[config.mk]
export PLATFORM = sky130hd
export DESIGN_NAME = remote_input_conditioner
export DESIGN_NICKNAME = d
export VERILOG_FILES = /design/src/rtl/remote_input_conditioner.sv
export SDC_FILE = /design/constraint.sdc
export NUM_CORES = 1
export LEC_CHECK = 0
export CORE_AREA = 5 5 82 84
export CTS_CLUSTER_DIAMETER = 60
export DETAILED_ROUTE_END_ITERATION = 6
export DIE_AREA = 0 0 87 89
export PLACE_DENSITY = 0.7
export SETUP_SLACK_MARGIN = 0.02
export SLEW_MARGIN = 20
export SYNTH_ARGS = -nofsm -noshare
export SYNTH_HDL_FRONTEND = slang
export SYNTH_SLANG_ARGS = --single-unit
[constraint.sdc]
create_clock -name clk -period 1.9 [get_ports clk]
set_input_delay 0.38 -clock clk [delete_from_list [all_inputs] [get_ports clk]]
set_output_delay 0.38 -clock clk [all_outputs]
set_load 0.02 [all_outputs]
[src/rtl/remote_input_conditioner.sv]
// remote_input_conditioner
//   Front end for both player remotes. The raw active-low button lines are
//   synchronised, debounced and checked so that only a single, stable,
//   unlocked button press is reported downstream. Any other pattern is
//   rejected until every button has been released.
//
// Ports
//   clk        in   1      system clock, rising edge
//   rst_n      in   1      asynchronous active-low reset
//   rm_raw     in   WIDTH  raw remote lines, active-low, asynchronous to clk
//   lock       in   1      1 = presses are ignored
//   rm_bcd     out  WIDTH  clean code; all-ones when idle, else the accepted one-low pattern
//   rm_valid   out  1      one-cycle pulse when a press is accepted
//   err_multi  out  1      one-cycle pulse when a stable multi-button pattern is rejected
module remote_input_conditioner #(
  parameter int WIDTH           = 8,
  parameter int DEBOUNCE_CYCLES = 1000,
  parameter int CNT_W           = 16
) (
  input  logic             clk,
  input  logic             rst_n,
  input  logic [WIDTH-1:0] rm_raw,
  input  logic             lock,
  output logic [WIDTH-1:0] rm_bcd,
  output logic             rm_valid,
  output logic             err_multi
);

  localparam logic [WIDTH-1:0] ALL_ONES = {WIDTH{1'b1}};
  localparam logic [WIDTH-1:0] ONE      = WIDTH'(1);
  localparam logic [CNT_W-1:0] CNT_MAX  = CNT_W'(DEBOUNCE_CYCLES - 1);

  typedef enum logic [1:0] {
    IDLE,
    PRESSED,
    REJECT
  } state_t;

  logic [WIDTH-1:0] s1_reg;
  logic [WIDTH-1:0] s2_reg;
  logic [WIDTH-1:0] candidate_reg;
  logic [WIDTH-1:0] stable_reg;
  logic [CNT_W-1:0] cnt_reg;
  state_t           state_reg;

  logic [WIDTH-1:0] pressed_bits;
  logic             any_low;
  logic             multi_low;
  logic             valid_code;

  // Synchroniser and debouncer. The counter restarts whenever the
  // synchronised pattern moves and saturates once the pattern has held
  // long enough; only then is it copied into the stable register.
  always_ff @(posedge clk or negedge rst_n) begin
    if (!rst_n) begin
      s1_reg        <= ALL_ONES;
      s2_reg        <= ALL_ONES;
      candidate_reg <= ALL_ONES;
      stable_reg    <= ALL_ONES;
      cnt_reg       <= '0;
    end else begin
      s1_reg <= rm_raw;
      s2_reg <= s1_reg;
      if (s2_reg != candidate_reg) begin
        candidate_reg <= s2_reg;
        cnt_reg       <= '0;
      end else if (cnt_reg < CNT_MAX) begin
        cnt_reg <= cnt_reg + 1'b1;
      end else if (stable_reg != candidate_reg) begin
        stable_reg <= candidate_reg;
      end
    end
  end

  // Buttons are active-low: invert, then x & (x-1) is non-zero exactly
  // when two or more bits are set.
  assign pressed_bits = ~stable_reg;
  assign any_low      = |pressed_bits;
  assign multi_low    = |(pressed_bits & (pressed_bits - ONE));
  assign valid_code   = any_low & ~multi_low;

  // Press qualification FSM with registered outputs; pulses default low.
  always_ff @(posedge clk or negedge rst_n) begin
    if (!rst_n) begin
      state_reg <= IDLE;
      rm_bcd    <= ALL_ONES;
      rm_valid  <= 1'b0;
      err_multi <= 1'b0;
    end else begin
      rm_valid  <= 1'b0;
      err_multi <= 1'b0;
      case (state_reg)
        IDLE: begin
          if (valid_code && !lock) begin
            rm_bcd    <= stable_reg;
            rm_valid  <= 1'b1;
            state_reg <= PRESSED;
          end else if (valid_code) begin
            state_reg <= REJECT;
          end else if (multi_low) begin
            // Reported regardless of lock.
            err_multi <= 1'b1;
            state_reg <= REJECT;
          end
        end
        PRESSED: begin
          if (stable_reg == rm_bcd) begin
            state_reg <= PRESSED;
          end else if (!any_low) begin
            rm_bcd    <= ALL_ONES;
            state_reg <= IDLE;
          end else begin
            // Second button or slide to another key: drop the code and
            // wait for a full release before accepting anything new.
            rm_bcd    <= ALL_ONES;
            err_multi <= multi_low;
            state_reg <= REJECT;
          end
        end
        REJECT: begin
          rm_bcd <= ALL_ONES;
          if (!any_low) begin
            state_reg <= IDLE;
          end
        end
        default: begin
          rm_bcd    <= ALL_ONES;
          state_reg <= IDLE;
        end
      endcase
    end
  end

endmodule
### Yosys cells after proc, flatten, opt, wreduce, memory -nomap -nowiden

Index checks and enable logic that the tools add are counted.

| storage, ports and cells | value |
|---|---|
| register bits after elaboration | 60 |
| bits in latches | 0 |
| RAM bits | 0 |
| ROM bits | 0 |
| bits of input ports | 11 |
| output and inout bits | 10 |
| memories kept | 0 |

| cells by class | value |
|---|---|
| add/sub/neg operators | 2 |
| multipliers | 0 |
| divide/modulo/power cells | 0 |
| order comparisons | 1 |
| equality and inequality tests | 9 |
| shift operators | 0 |
| muxes and demuxes | 20 |
| bitwise gates (word level) | 6 |
| reduce and logical (&&, ||, !) cells | 9 |

Operator list:

| operator | number |
|---|---|
| 16-bit two-way mux | 2 |
| 16-bit by 1-bit adder with 16-bit output, second input constant | 1 |
| 16-bit by 10-bit less-than comparator with 1-bit output, second input constant | 1 |
| 8-bit two-way mux | 2 |
| 8-bit != test | 2 |
| 8-bit one-hot mux with 2 select lines | 1 |
| 8-bit OR reduction | 2 |
| 2-bit two-way mux | 6 |
| 8-bit AND | 1 |
| 8-bit == test | 1 |
| 8-bit inverter | 1 |
| 8-bit by 1-bit subtractor with 8-bit output, second input constant | 1 |
| 1-bit two-way mux | 7 |
| 2-bit != test, second input constant | 3 |
| 2-bit one-hot mux with 3 select lines | 1 |
| 4-bit != test, second input constant | 1 |
| 2-bit AND reduction | 2 |
| 1-bit inverter | 3 |
| 3-bit AND reduction | 1 |
| 2-bit by 1-bit == test with 1-bit output, second input constant | 1 |
| 2-bit == test, second input constant | 1 |
| 2-bit logical NOT | 1 |
| 1-bit one-hot mux with 2 select lines | 1 |
| 2-bit nonzero test | 1 |
| 3 further kinds | 3 |

### Logic depth before layout (Yosys ltp)

| logic depth | value |
|---|---|
| depth after elaboration | 9 |
| depth in mapped cells | 7 |
| mapped depth without buffers | 6 |

### Worst setup path before layout

No wires, ideal clock.

| timing path | value |
|---|---|
| kind | reg2reg |
| start point | reg stable_reg[3] |
| end point | reg rm_bcd[4] |
| library setup time | 0.091 ns |
| arrival time | 1.822 ns |
| required time | 1.809 ns |
| path slack | -0.013 ns |
| cell stages (with the launch flop) | 8 |
| path buffers | 2 |
| cells stage by stage | dfstp_2 buf_4 and4_4 a41oi_4 a2111oi_4 buf_6 a211oi_1 o31ai_1 |

| between the ends | value |
|---|---|
| cells in the longest elaborated chain, start to end | 9 |
| elaborated cells between the ends (all ways) | 12 |

Ends and longest elaborated chain:

| item | RTL line | source |
|---|---|---|
| start: declaration | 42 | `logic [WIDTH-1:0] stable_reg;` |
| start signal: assignment | 70 | `stable_reg <= candidate_reg;` |
| 8-bit inverter | 77 | `assign pressed_bits = ~stable_reg;` |
| 8-bit by 1-bit subtractor with 8-bit output | 79 | `assign multi_low = \|(pressed_bits & (pressed_bits - ONE));` |
| 8-bit AND | 79 |  |
| 8-bit OR reduction | 79 |  |
| 1-bit inverter | 80 | `assign valid_code = any_low & ~multi_low;` |
| 1-bit AND | 80 |  |
| 1-bit logical AND | 94 | `if (valid_code && !lock) begin` |
| 2-bit != test (no source line) | -- |  |
| 2-bit AND reduction (no source line) (*) | -- |  |
| end signal: assignment | 95 | `rm_bcd <= stable_reg;` |
| end: declaration | 24 | `output logic [WIDTH-1:0] rm_bcd,` |

Mark *: on every way between the ends. The rest lies on a longest branch, timed or not.
A chain may end at the register's enable or synchronous reset.

### Final worst setup path

| timing path | value |
|---|---|
| start point | reg stable_reg[0] |
| end point | reg rm_bcd[0] |

| between the ends | value |
|---|---|
| cells in the longest elaborated chain, start to end | 9 |
| elaborated cells between the ends (all ways) | 14 |

Ends and longest elaborated chain:

| item | RTL line |
|---|---|
| 8-bit inverter | 77 |
| 8-bit by 1-bit subtractor with 8-bit output | 79 |
| 8-bit AND | 79 |
| 8-bit OR reduction | 79 |
| 1-bit inverter | 80 |
| 1-bit AND | 80 |
| 1-bit logical AND | 94 |
| 2-bit != test (no source line) | -- |
| 2-bit AND reduction (no source line) | -- |

Several ways; a longest one is shown, not always the timed one. The select of a mux whose other input is x is not followed.

==> reports/metrics.cfg <==
[grt]
grt_pass1_vias = 1925
antenna_found_initial = 0
grt_max_degree = 61
grt_pass1_wl_um = 8940
grt_overflow = 0
grt_use_total_pct = 15.3

[setup_path]
critical_path_arrival_ps = 2130
r2r_slack_ps = 20
worst-endpoint-required_ps = 2150
crit_path_end_kind = flop
criticalPathCategory = reg -> reg
rr_endpoint = rm_bcd[0]
crit_fanout = 6
start_kind = flop
reg2reg_depth = 6
worstSetupStartpoint = stable_reg[0]
r2r-start = stable_reg[0]

[final_layout]
synthToLayoutAreaGrowth_pct = 26.3
drive_gt1_share_pct = 42.4
regArea_mm2 = 0.00155
largest_reg_flops = 16
multi_input_area_mm2 = 0.00126
nFillCells = 485
fin_nets = 295
antenna_cells = 0

[synthesis]
synth_cell_type_count = 45
synth_edf_count = 0
synth.most_common_cell = dfstp_2
synthTopCellsByArea = dfstp_2 37%, dfrtp_1 18%, xor2_1 5.0%, xnor2_1 4.7%, mux2_2 2.8%
synth.avg_cell_area_um2 = 11.8
syn-num-nets = 251
ys_ff_latch = 60
synthArstFlopShare_pct = 100
yosys_warnings = 0
synthesis.area_mm2 = 0.00282
synth_ff_type = dfstp_2
ys_seq_area_share_pct = 55.0
netlist_instances = 239
synth_top_area_share_pct = 37.2
synth_common_cells = 40 x dfstp_2, 20 x dfrtp_1, 19 x nor2_1
yosysTopAreaCell = dfstp_2

[route]
vias = 1923
wirelength_um = 5280
antenna_violating_nets_post_route = 0
viasPerCell = 5.30
drtIter0Drc = 81
drc_errors = 0
wl_per_cell_um = 14.5
dr.pass1.iters = 4

[sta]
max_slew_margin_pct = 63.5
clock.fmax_ghz = 0.532
fin_hold_ws_ps = 39.6
setup_tns_ps = 0
setup_violations = 0
min_period_ps = 1880
rsz0062_at_grt = true
skew_ps = 7.89
drv_slew = 0
worstMarginPinSlew_ps = 547
hold_viol = 0
period_share_pct = 99.0

[outcome]
status = finished clean

[floorplan]
start_util_pct = 48.2
die_w_um = 87
fp.dieH_um = 89
io_pins = 21
core_region_area_mm2 = 0.00585
die_area_mm2 = 0.00774
rows = 28

[cts]
clock_sinks = 60
cts-root-buf = clkbuf_8
clk_latency_ps = 340
cts_tree = done
h-tree-depth = 3
cts_buffer_depth = 2
clkTransAtPathRegs_ps = 70
cts_buffers = 9

[hold_path]
hold_path_class = in -> async

[pwr]
ir_drop_mv = 0.487
power.density_mw_per_mm2 = 683
leakage_uw = 0.00142

[place]
gp_congestion = 0.807
hpwl_um = 3560
port_buffers = 20

[run]
drv_cap = 0

critical path: stages (launching register included):
cell,delay (ps)
dfstp_2,570
and4_4,280
nand3_4,90
a2111oi_4,310
buf_4,220
a2111oi_0,100
a211oi_1,220
area by class of cell:
class | instances | share of cell area, %
multi-input combinational | 154 | 35.4
timing repair buffer | 55 | 13.4
clock buffer | 12 | 4.07
tap | 75 | 2.63
sequential | 60 | 43.5
clock inverter | 4 | 0.737
inverter | 3 | 0.316
through the flow:
stage               area [µm²]  setup WS (ps)  cells  power (µW)  utilization [%]
global placement          3210          -56.9    336        1460             54.8
finish                    3570           18.9    363        2430             60.9
floorplan                 2820           3.74    239        1400                -
global route              3570          -96.2    363        2560             60.9
detailed placement        3210          -56.3    336        1460             54.8
CTS                       3440           9.65    355        2480             58.8
per-layer routing:
layer / track usage (%) / wire length (µm) / vias up
met5: 0 / 0 / -
met4: 8.92 / 54 / 0
met3: 4.70 / 187 / 6
met2: 23.8 / 2690 / 34
met1: 18.7 / 2350 / 959
li1: - / - / 924
what timing repair did:
item,4_1_cts,5_1_grt
pin swaps,3,12
buffers inserted,3,7
hold buffers,0,0
gates cloned,0,1
gates resized for setup,17,20
setup endpoints to repair,24,26
where the power goes:
part	switching, µW	internal (µW)
logic	56.1	48.6
registers	16.2	1330
clock network	480	506
total	552	1880
placed cells by master (no fill, tap or decap), types with 3 or more instances in the layout:
| cell type | n |
|---|---|
| nand4_1 | 3 |
| dfstp_2 | 40 |
| o21ai_0 | 5 |
| o31ai_1 | 3 |
| xor2_1 | 16 |
| inv_1 | 3 |
| and3_1 | 12 |
| a211oi_1 | 6 |
| nor4_2 | 3 |
| xnor2_1 | 15 |
| a21oi_1 | 3 |
| nor3_1 | 12 |
| nand2_1 | 10 |
| clkbuf_8 | 10 |
| dfrtp_1 | 20 |
| nor2_1 | 19 |
| clkdlybuf4s50_1 | 11 |
| buf_4 | 32 |
| dlygate4sd2_1 | 8 |
| mux2_4 | 8 |
cells by family after synthesis:
logic type,Yosys count,share of synthesized area [%]
and+or+nand+nor,79,16.0
muxes,8,3.19
DFF,60,55.0
xor gates and xnor gates,31,9.62
AOI/OAI and AO/OA,34,11.2
adders and majority gates,1,0.443
buffers and inverters,26,4.61
how the worst max path moves through the flow:
stage	to	slack (ps)	depth (start not counted)
after floorplan	stable_reg[1]	4	5
after global placement	rm_bcd[1]	-60	6
after detailed placement	rm_bcd[1]	-60	6
after CTS	rm_valid	10	6
after global routing	rm_bcd[2]	-100	6
final	rm_bcd[0]	20	6
No activity file was read; power rests on OpenSTA's default activity.
